`src/rtl/dmem_arbiter_if.sv`:
```
`timescale 1ns/1ps
// Signal bundle linking two data-memory requesters and the shared RAM port to the arbiter.
// The master view is the environment: both requesters plus the RAM read-data return.
interface dmem_arbiter_if #(
   parameter int unsigned AW = 32
);
   logic          c0_req;
   logic          c0_lock;
   logic [AW-1:0] c0_addr;
   logic [3:0]    c0_wmask;
   logic [31:0]   c0_wdata;
   logic          c0_gnt;
   logic          c0_rvalid;
   logic [31:0]   c0_rdata;

   logic          c1_req;
   logic          c1_lock;
   logic [AW-1:0] c1_addr;
   logic [3:0]    c1_wmask;
   logic [31:0]   c1_wdata;
   logic          c1_gnt;
   logic          c1_rvalid;
   logic [31:0]   c1_rdata;

   logic [AW-1:0] mem_addr;
   logic [3:0]    mem_wmask;
   logic [31:0]   mem_wdata;
   logic [31:0]   mem_data;

   modport slave (
      input  c0_req, c0_lock, c0_addr, c0_wmask, c0_wdata,
      input  c1_req, c1_lock, c1_addr, c1_wmask, c1_wdata,
      input  mem_data,
      output c0_gnt, c0_rvalid, c0_rdata,
      output c1_gnt, c1_rvalid, c1_rdata,
      output mem_addr, mem_wmask, mem_wdata
   );

   modport master (
      output c0_req, c0_lock, c0_addr, c0_wmask, c0_wdata,
      output c1_req, c1_lock, c1_addr, c1_wmask, c1_wdata,
      output mem_data,
      input  c0_gnt, c0_rvalid, c0_rdata,
      input  c1_gnt, c1_rvalid, c1_rdata,
      input  mem_addr, mem_wmask, mem_wdata
   );
endinterface

```
`src/rtl/dmem_arbiter.sv`:
```
`timescale 1ns/1ps
// Two-port arbiter for a single data-RAM port: round-robin or fixed priority, with an
// ownership lock for atomic multi-beat sequences and a one-cycle tagged read response.
module dmem_arbiter #(
   parameter int unsigned PRIO_MODE = 0,
   parameter int unsigned AW        = 32
) (
   input  logic          clk,
   input  logic          reset,
   dmem_arbiter_if.slave bus
);
   logic last_gnt_q, last_gnt_d;
   logic lock_valid_q, lock_valid_d;
   logic lock_owner_q, lock_owner_d;
   logic rsp_pend_q, rsp_pend_d;
   logic rsp_port_q, rsp_port_d;

   logic gnt0, gnt1, gnt_any, gnt_port, gnt_lock, owner_req;

   assign owner_req = lock_owner_q ? bus.c1_req : bus.c0_req;

   always_comb begin
      gnt0 = 1'b0;
      gnt1 = 1'b0;
      if (lock_valid_q && owner_req) begin
         gnt0 = ~lock_owner_q;
         gnt1 = lock_owner_q;
      end else if (bus.c0_req && bus.c1_req) begin
         // Round-robin hands a tie to whichever port did not win last time.
         if (PRIO_MODE == 1 || last_gnt_q) begin
            gnt0 = 1'b1;
         end else begin
            gnt1 = 1'b1;
         end
      end else begin
         gnt0 = bus.c0_req;
         gnt1 = bus.c1_req;
      end
   end

   assign gnt_any  = gnt0 | gnt1;
   assign gnt_port = gnt1;
   assign gnt_lock = gnt1 ? bus.c1_lock : bus.c0_lock;

   always_comb begin
      bus.mem_addr  = {AW{1'b0}};
      bus.mem_wmask = 4'h0;
      bus.mem_wdata = 32'h0;
      if (gnt0) begin
         bus.mem_addr  = bus.c0_addr;
         bus.mem_wmask = bus.c0_wmask;
         bus.mem_wdata = bus.c0_wdata;
      end else if (gnt1) begin
         bus.mem_addr  = bus.c1_addr;
         bus.mem_wmask = bus.c1_wmask;
         bus.mem_wdata = bus.c1_wdata;
      end
   end

   assign bus.c0_gnt    = gnt0;
   assign bus.c1_gnt    = gnt1;
   assign bus.c0_rvalid = rsp_pend_q & ~rsp_port_q;
   assign bus.c1_rvalid = rsp_pend_q & rsp_port_q;
   assign bus.c0_rdata  = bus.mem_data;
   assign bus.c1_rdata  = bus.mem_data;

   always_comb begin
      last_gnt_d   = last_gnt_q;
      lock_valid_d = lock_valid_q;
      lock_owner_d = lock_owner_q;
      rsp_pend_d   = gnt_any;
      rsp_port_d   = rsp_port_q;
      if (gnt_any) begin
         last_gnt_d   = gnt_port;
         rsp_port_d   = gnt_port;
         lock_valid_d = gnt_lock;
         lock_owner_d = gnt_port;
      end else if (lock_valid_q && !owner_req) begin
         lock_valid_d = 1'b0;
      end
   end

   always_ff @(posedge clk or posedge reset) begin
      if (reset) begin
         last_gnt_q   <= 1'b1;
         lock_valid_q <= 1'b0;
         lock_owner_q <= 1'b0;
         rsp_pend_q   <= 1'b0;
         rsp_port_q   <= 1'b0;
      end else begin
         last_gnt_q   <= last_gnt_d;
         lock_valid_q <= lock_valid_d;
         lock_owner_q <= lock_owner_d;
         rsp_pend_q   <= rsp_pend_d;
         rsp_port_q   <= rsp_port_d;
      end
   end
endmodule

```
`src/flat_wrapper.sv`:
```
// flat-port wrapper written by rule: the top's interface ports become plain ports
module dmem_arbiter_flat 
#(
   parameter int unsigned PRIO_MODE = 0,
   parameter int unsigned AW        = 32
)
  (clk, reset, bus_c0_req, bus_c0_lock, bus_c0_addr, bus_c0_wmask, bus_c0_wdata, bus_c1_req, bus_c1_lock, bus_c1_addr, bus_c1_wmask, bus_c1_wdata, bus_mem_data, bus_c0_gnt, bus_c0_rvalid, bus_c0_rdata, bus_c1_gnt, bus_c1_rvalid, bus_c1_rdata, bus_mem_addr, bus_mem_wmask, bus_mem_wdata);
  dmem_arbiter_if #(.AW(AW)) bus_i ();
  input  logic clk;
  input  logic reset;
  input wire logic [$bits(bus_i.c0_req)-1:0] bus_c0_req;
  input wire logic [$bits(bus_i.c0_lock)-1:0] bus_c0_lock;
  input wire logic [$bits(bus_i.c0_addr)-1:0] bus_c0_addr;
  input wire logic [$bits(bus_i.c0_wmask)-1:0] bus_c0_wmask;
  input wire logic [$bits(bus_i.c0_wdata)-1:0] bus_c0_wdata;
  input wire logic [$bits(bus_i.c1_req)-1:0] bus_c1_req;
  input wire logic [$bits(bus_i.c1_lock)-1:0] bus_c1_lock;
  input wire logic [$bits(bus_i.c1_addr)-1:0] bus_c1_addr;
  input wire logic [$bits(bus_i.c1_wmask)-1:0] bus_c1_wmask;
  input wire logic [$bits(bus_i.c1_wdata)-1:0] bus_c1_wdata;
  input wire logic [$bits(bus_i.mem_data)-1:0] bus_mem_data;
  output wire logic [$bits(bus_i.c0_gnt)-1:0] bus_c0_gnt;
  output wire logic [$bits(bus_i.c0_rvalid)-1:0] bus_c0_rvalid;
  output wire logic [$bits(bus_i.c0_rdata)-1:0] bus_c0_rdata;
  output wire logic [$bits(bus_i.c1_gnt)-1:0] bus_c1_gnt;
  output wire logic [$bits(bus_i.c1_rvalid)-1:0] bus_c1_rvalid;
  output wire logic [$bits(bus_i.c1_rdata)-1:0] bus_c1_rdata;
  output wire logic [$bits(bus_i.mem_addr)-1:0] bus_mem_addr;
  output wire logic [$bits(bus_i.mem_wmask)-1:0] bus_mem_wmask;
  output wire logic [$bits(bus_i.mem_wdata)-1:0] bus_mem_wdata;
  assign bus_i.c0_req = bus_c0_req;
  assign bus_i.c0_lock = bus_c0_lock;
  assign bus_i.c0_addr = bus_c0_addr;
  assign bus_i.c0_wmask = bus_c0_wmask;
  assign bus_i.c0_wdata = bus_c0_wdata;
  assign bus_i.c1_req = bus_c1_req;
  assign bus_i.c1_lock = bus_c1_lock;
  assign bus_i.c1_addr = bus_c1_addr;
  assign bus_i.c1_wmask = bus_c1_wmask;
  assign bus_i.c1_wdata = bus_c1_wdata;
  assign bus_i.mem_data = bus_mem_data;
  assign bus_c0_gnt = bus_i.c0_gnt;
  assign bus_c0_rvalid = bus_i.c0_rvalid;
  assign bus_c0_rdata = bus_i.c0_rdata;
  assign bus_c1_gnt = bus_i.c1_gnt;
  assign bus_c1_rvalid = bus_i.c1_rvalid;
  assign bus_c1_rdata = bus_i.c1_rdata;
  assign bus_mem_addr = bus_i.mem_addr;
  assign bus_mem_wmask = bus_i.mem_wmask;
  assign bus_mem_wdata = bus_i.mem_wdata;
  dmem_arbiter #(.PRIO_MODE(PRIO_MODE), .AW(AW)) u_core (.clk(clk), .reset(reset), .bus(bus_i));
endmodule
```
`config.mk`:
```
export PLATFORM = sky130hd
export DESIGN_NAME = dmem_arbiter_flat
export DESIGN_NICKNAME = d
export VERILOG_FILES = /design/src/rtl/dmem_arbiter_if.sv /design/src/rtl/dmem_arbiter.sv /design/src/flat_wrapper.sv
export SDC_FILE = /design/constraint.sdc
export NUM_CORES = 1
export LEC_CHECK = 0
export CORE_AREA = 2 2 120 122
export DETAILED_ROUTE_END_ITERATION = 8
export DIE_AREA = 0 0 122 124
export GPL_TIMING_DRIVEN = 0
export HOLD_SLACK_MARGIN = 0.02
export PLACE_DENSITY = 0.49
export SYNTH_ARGS = -nofsm -noshare
export SYNTH_HDL_FRONTEND = slang
export SYNTH_SLANG_ARGS = --single-unit
```
`constraint.sdc`:
```
create_clock -name clk -period 2.2 [get_ports clk]
set_input_delay 0.44 -clock clk [delete_from_list [all_inputs] [get_ports clk]]
set_output_delay 0.44 -clock clk [all_outputs]
set_load 0.02 [all_outputs]
```
# Word-level counts from Yosys, hierarchy flattened
# Cells that the tools add are included.
# totals
output_inout_bits	136
register_bits	4
word_cells	29
inputBits	174
# op_classes
n_bitwise	4
n_mux	16
n_reduce_logical	5
# ops
cell	n
32-bit two-way mux	4
1-bit two-way mux	10
4-bit two-way mux	2
1-bit logical AND	3
1-bit bitwise AND	2
2-bit nonzero test	1
1-bit zero test	1
1-bit inverter	1
1-bit bitwise OR	1

# Depth between registers and ports, before layout
# logic_depth
ltp_word	5
ltp_mapped	5

# Worst setup path before layout
# No wires, ideal clock.
# synth_path
kind	reg-to-output
startpoint	register u_core.last_gnt_q
endpoint	output port bus_mem_wdata[22]
setup_slack_ns	0.404
path_stages_with_launch	6
required_ns	1.760
arrival_time_ns	1.356
cell_sequence	dfstp_2 -> nor2b_1 -> o31a_1 -> buf_6 -> buf_6 -> a32o_1
# synth_via
elab_cells_between_ends	8
cone_classes	mux: 8
# synth_rtl
element	line_no	text
start, declared	dmem_arbiter.sv:12	logic last_gnt_q, last_gnt_d;
start signal, assigned	dmem_arbiter.sv:91	last_gnt_q <= last_gnt_d;
1-bit two-way mux	dmem_arbiter.sv:30	if (PRIO_MODE == 1 || last_gnt_q) begin
1-bit two-way mux	dmem_arbiter.sv:28	end else if (bus.c0_req && bus.c1_req) begin
1-bit two-way mux	dmem_arbiter.sv:25	if (lock_valid_q && owner_req) begin
net bus_c0_gnt	flat_wrapper.sv:22	output wire logic [$bits(bus_i.c0_gnt)-1:0] bus_c0_gnt;
32-bit two-way mux	dmem_arbiter.sv:49	if (gnt0) begin
end, declared	flat_wrapper.sv:30	output wire logic [$bits(bus_i.mem_wdata)-1:0] bus_mem_wdata;
# The timed path passes the listed nets, and every way through them passes these cells.

# Final worst setup path
# layout_path
startpoint	register u_core.lock_valid_q
endpoint	output port bus_mem_wdata[9]
# layout_via
elab_chain_len	4
elab_cells_between_ends	5
cone_classes	mux: 4; reduce/logical: 1
# layout_rtl
element	line_no	text
start, declared	dmem_arbiter.sv:13	logic lock_valid_q, lock_valid_d;
start signal, assigned	dmem_arbiter.sv:92	lock_valid_q <= lock_valid_d;
1-bit logical AND (*)	dmem_arbiter.sv:25	
1-bit two-way mux	dmem_arbiter.sv:25	
32-bit two-way mux	dmem_arbiter.sv:53	end else if (gnt1) begin
32-bit two-way mux (*)	dmem_arbiter.sv:49	
# Mark *: on every way between the ends. The rest lies on a longest branch, timed or not.

==> impl_metrics.ini <==
[sta]
setup_viol = 0
slew_violations = 0
min_period_over_period_pct = 98.81
whs_ns = 0.3919
rsz0062_at_grt = true
max_slew.worst_pin.slew_ns = 0.2533
max_freq_ghz = 0.4600
slew_headroom_pct = 83.06
finClkSkew_ns = 0.003035
fin_crit_ns = 2.174
finalHoldViolations = 0

[drt]
drtIter0Drc = 47
routed_wl_mm = 9.904
drt-wirelength-per-cell_um = 15.52
viasPerCell = 4.002
drcViolationCount = 0
dr_total_vias = 2553
drtAntennaViolNets = 0
drt-pass1-iter-count = 4

[global_route]
track_usage_pct = 11.18
grt_max_degree = 11
grt_pass1_wl_mm = 13.31
grt_pass1_vias = 2604
antenna_found_initial = 0
grt_overflow = 0

[setup_path]
start_kind = flop
reg2reg_to = u_core.lock_valid_q
crit_chain = nor2b_4 -> o31a_1 -> buf_12 -> buf_8 -> a32o_2 -> buf_6
crit_family = compound AO/OA/AOI/OAI gates
critPathMaxStageDelay_ns = 0.40
critPathArrivalTime_ns = 1.73
crit_slowest_cell = dfrtp_1
end_kind = primary output
cp_data_required_time_ns = 1.76
cp_max_fo = 10
crit_buf_inv = 3
r2r_cells = 5
rr_startpoint = u_core.lock_valid_q
path_class = flop to primary output
ff2ff_setup_slack_ns = 0.74

[clock_network]
htreeDepth = 1
cts_root_buffer = clkbuf_16
cts_buffers = 3
clockBufferDepth = 2
cts_tree = done
cts.sinks = 4
postCtsHoldBufs = 0
clkLatencyLatePin_ns = 0.23
path_clk_slew_ns = 0.03

[logic_synthesis]
synth_edf_count = 0
synthTopCellsByCount = a32o_1 (69), buf_4 (64), buf_6 (8), clkbuf_1 (8), buf_2 (7)
synth_xor_area_share_pct = 0
yosysUniqueCellTypes = 14
synth_compound_area_share_pct = 48.09
synth.yosys.warnings = 0
synth_fa_ha_area_share_pct = 0
netlist_area_um2 = 1509
ys_seq_area_share_pct = 6.716
async_reset_ff_share_pct = 100.0
ys_seq_elements = 4
yosysMostFrequentCell = a32o_1
synth_area_leaders = a32o_1 (46%), buf_4 (32%), buf_6 (6.0%), dfrtp_1 (5.0%), buf_2 (2.3%)
syn-num-nets = 347
synth_top_family_by_area = compound AO/OA/AOI/OAI gates
synthFlopType = dfrtp_1
avgSynthCellArea_um2 = 8.722
synth.top_cell.area_share_pct = 45.77
synth-simple-area-share_pct = 2.322
synth.area.mux_share_pct = 0
synthCells = 173
synth_area_leader_cell = a32o_1

[min_path]
min-delay-path-class = input port to asynchronous set/reset pin

[finish]
drive_above_1_share_pct = 44.54
stdcell_area_um2 = 4830
multiInputGateArea_um2 = 828.3
fill_cells = 1398
diodes = 0
fin_nets = 633
final-seq-area_um2 = 101.3
synthToLayoutAreaGrowth_pct = 220.1

[power]
power.switching_w = 0.0006624
intPower_w = 0.001169
power_density_nw_per_um2 = 379.2
finalPower_w = 0.001831
vdd_drop_max_mv = 0.2197
switching_share_pct = 36.17
pwr-share-seq_pct = 4.9
combPwrFrac_pct = 79.0
p_leak_nw = 2.140
power_frac_clock_pct = 16.1

[placed_design]
dpl_cell_area_um2 = 4507
gp_congestion = 0.7359
dp_hpwl_mm = 8.160
place.port_buffers = 277

[flow_run]
max_cap_violations = 0

[floorplanning]
core_area_um2 = 13720
core.rowCount = 43
die-area_um2 = 15130
io_pins = 310
die-height_um = 124
initial_core_util_pct = 11.00
dieWidth_um = 122

[status]
status = complete, no violations
==> placed cells by master, fill, tap and decap left out, types with 3 or more instances in the layout <==
cell type	instances
a32o_1	33
a32o_2	36
clkbuf_4	3
clkbuf_16	3
dfrtp_1	3
buf_8	7
buf_6	65
inv_1	3
clkdlybuf4s50_1	205
clkbuf_2	7
buf_4	75
==> routing by layer <==
metal  track usage, %  wire length (um)  vias to the layer above
li1                 -                 -                     1216
met1            11.04              3237                     1140
met2            22.10              5191                      187
met3            4.212              1360                       10
met4            2.299               113                        0
met5                0                 0                        -
==> through the flow <==
| step | worst slack (ns) | utilization, % | setup TNS, ns | instances |
|---|---|---|---|---|
| 6_report | 0.02624 | 35.20 | 0 | 638 |
| 5_1_grt | -0.02343 | 35.20 | -0.4215 | 638 |
| 4_1_cts | -0.02162 | 32.73 | -0.3644 | 638 |
| 3_5_place_dp | -1.125 | 32.85 | -70.43 | 630 |
| 3_3_place_gp | -1.086 | 32.85 | -69.58 | 630 |
| 2_1_floorplan | 0.4038 | - | 0 | 173 |
==> flip-flops by register name, summed over array words and instances (netlist names) <==
signal	count
u_core.last_gnt_q	1
u_core.rsp_pend_q	1
u_core.lock_owner_q	1
u_core.lock_valid_q	1
==> worst max path at each step <==
stage                                   start                end  cells past startpoint
final                     u_core.lock_valid_q   bus_mem_wdata[9]                      6
after CTS                 u_core.lock_valid_q   bus_mem_addr[25]                      6
after global routing        u_core.last_gnt_q   bus_mem_addr[28]                      6
after global placement             bus_c1_req   bus_mem_addr[24]                      5
after detailed placement           bus_c1_req   bus_mem_addr[24]                      5
after floorplan             u_core.last_gnt_q  bus_mem_wdata[22]                      5
==> logic make-up (layout without fill, tap and decap cells) <==
group,count (synthesis),count (layout)
AOI/OAI and AO/OA,73,73
buffers and inverters,90,375
DFF,4,4
and+or+nand+nor,6,6
==> power groups by stage <==
stage / Clock [W] / Combinational [W] / Sequential (W)
floorplan: 0 / 0.000623 / 0.0000863
global placement: 0 / 0.00134 / 0.0000873
detailed placement: 0 / 0.00134 / 0.0000875
CTS: 0.000299 / 0.00131 / 0.0000894
global route: 0.000311 / 0.00152 / 0.0000907
finish: 0.000294 / 0.00145 / 0.0000896
==> area by class of cell <==
class	count	share of cell area, %
Tap cell	180	4.663
Inverter	3	0.2332
Clock buffer	4	1.632
Sequential cell	4	2.098
Timing Repair Buffer	283	59.79
Buffer	85	14.43
Multi-Input combinational cell	79	17.15
==> what timing repair did <==
item,in CTS,in global routing
pin swaps,3,2
hold endpoints to repair,0,0
endpoints found under the setup margin,70,70
cloned,1,0
setup buffers,5,0
resized for setup,348,133
No activity file was read; power rests on OpenSTA's default activity.
==> RTL change: new RTL, same settings <==
Reset style: synchronous (`reset`), changed in one clocked block.
--- a/src/rtl/dmem_arbiter.sv
+++ b/src/rtl/dmem_arbiter.sv
@@ -82,3 +82,3 @@
 
-   always_ff @(posedge clk or posedge reset) begin
+   always_ff @(posedge clk) begin
       if (reset) begin
Formal check against the unedited RTL: differs if reset is asserted again (counterexample within 4 cycles, from zero or initial values and one cycle with reset high); with reset held inactive, the same outputs for 10 cycles.
==> RTL change against the unedited design <==
The flow now finishes with violations (setup timing); critical path depth rose by 1; critical path type unchanged; clock skew fell by 1.5 ps; sequential share of layout area fell by 0.26 points; wire length rose by 6.9%; synthesized area fell by 0.58%; via count rose by 2.7%; combinational power fell by 10%; synthesized cell count rose by 4.0%; highest routed layer unchanged; power fell by 8.5%; final area fell by 7.0%; sequential cell count did not move; worst setup slack got worse by 30 ps; final cell count rose by 0.94%.
==> RTL change: results (changes against the unedited design) <==
run status=complete, but fails checks; violated checks=setup timing; total cell area at the placement stage=4500 um2 (-0.19%); worst setup slack before clock tree synthesis=-1170 ps (-47.7 ps); cell count after placement=637 (+1.1%); cell at the slowest stage of the critical path=sky130_fd_sc_hd__dfxtp_2; Seq pwr share=0.051 (+0.002); worst setup path endpoint=bus_mem_wdata[15]; post-synth net total=354 (+2.0%); number of distinct library cell variants in the gate-level netlist after synthesis=22 (+8); sequential cell area=82.6 um2 (-19%); Synth top cells by count=sky130_fd_sc_hd__a32o_1, sky130_fd_sc_hd__buf_4, sky130_fd_sc_hd__clkbuf_1; multi-input combinational cell count=86 (+8.9%); number of buffers inserted by post-CTS setup repair=3 (-2); global-route wire length before repair=14,200 um (+6.9%); worst hold margin=549 ps (+157 ps); proportion of register bits with asynchronous set or reset after synthesis=0 (-1.00); share of final-layout standard cells stronger than drive strength 1=0.384 (-0.0618); share of final layout cell area taken by non-clock buffers=0.726 (-0.0163); Final Routed Wirelength=10,600 um (+6.9%); final-layout fill cell count=1,483 (+6.1%); Cell Int Power=1.03 mW (-12%); maximum resistive drop on vdd=0.000213 V (-2.8%); final antenna-violating net count=0 (unchanged); cts repair resizes=340 (-2.3%); area added between synthesis and finish=199%; gpl congestion=0.748 (+1.7%); register-to-register setup slack=1010 ps (+270 ps); most area-consuming cells after synthesis=sky130_fd_sc_hd__a32o_1, sky130_fd_sc_hd__buf_4, sky130_fd_sc_hd__dfxtp_1; later-pin clock latency in the skew report=230 ps (about the same); Flop+latch power=0.0855 mW (-4.6%); count of vias placed by the detailed router=2,621 (+2.7%); Finish-stage setup viols=2 (+2); GR Util All Layers=0.121 (+0.00951); start point of the critical path=u_core.lock_valid_q$_SDFFE_PP0P_; clock distribution area overhead in the final layout=0.0167 (+0.000392); final worst slack=-4.22 ps (-30.5 ps); Cell Area, Synth=1500 um2 (-0.58%); crit-path max cell delay=310 ps (-90 ps); Total Negative Setup Slacks=-4.82 ps (-4.82 ps); FF-to-FF End=u_core.rsp_port_q$_SDFFE_PP0P_; Static Leak=1.94 nW (-9.2%); post-synthesis sequential area ratio=0.0534 (-0.0138); most common flop cell mapped by yosys=sky130_fd_sc_hd__dfxtp_1; Detailed Place HPWL=8870 um (+8.7%); number of flip-flops and latches=4 (unchanged); worst min path class=reg -> reg; reg2reg path depth=4 (-1); Detailed Route Iter0 Violations=55 (+17%); worst setup skew after layout=1.58 ps (-1.46 ps); multi-input combinational area share=0.186 (+0.0148); Least-Margin Pin Slew=270 ps (+16.9 ps); worst path arrival time=1760 ps (+30 ps); Avg WL per Cell=16.4 um (+6.0%); vias in the first global route=2,773 (+6.5%); Top Family by Delay on Critical Path=buffers and inverters; Syn Area/Cell=8.33 um2 (-4.4%)
RTL change: cell count changes in the layout (fill, tap and decap cells not counted), sizes merged, moves of 2 or more:
| cell | change |
|---|---|
| buf | -7 |
| dfxtp | +4 |
| clkbuf | +3 |
| dfrtp | -3 |
| a21o | +2 |
| a22o | -2 |
| clkdlybuf4s15 | +2 |
RTL change: worst register-to-register path, stage by stage, from the launching register on:
cell and delay [ps]:
sky130_fd_sc_hd__dfxtp_2 310, sky130_fd_sc_hd__and2b_4 270, sky130_fd_sc_hd__o21ai_4 80, sky130_fd_sc_hd__clkbuf_8 180, sky130_fd_sc_hd__a31o_2 240
RTL change: logic make-up after synthesis:
group | share of synthesized area
buffers and inverters | 0.405
AOI/OAI and AO/OA | 0.496
and+or+nand+nor | 0.0450
DFF | 0.0534
RTL change: metal layers:
layer,vias up,routed length (um),track usage
li1,1246,-,-
met1,1192,3590,0.118
met2,175,5650,0.245
met3,8,1240,0.0385
met4,0,122,0.0287
met5,-,0,0
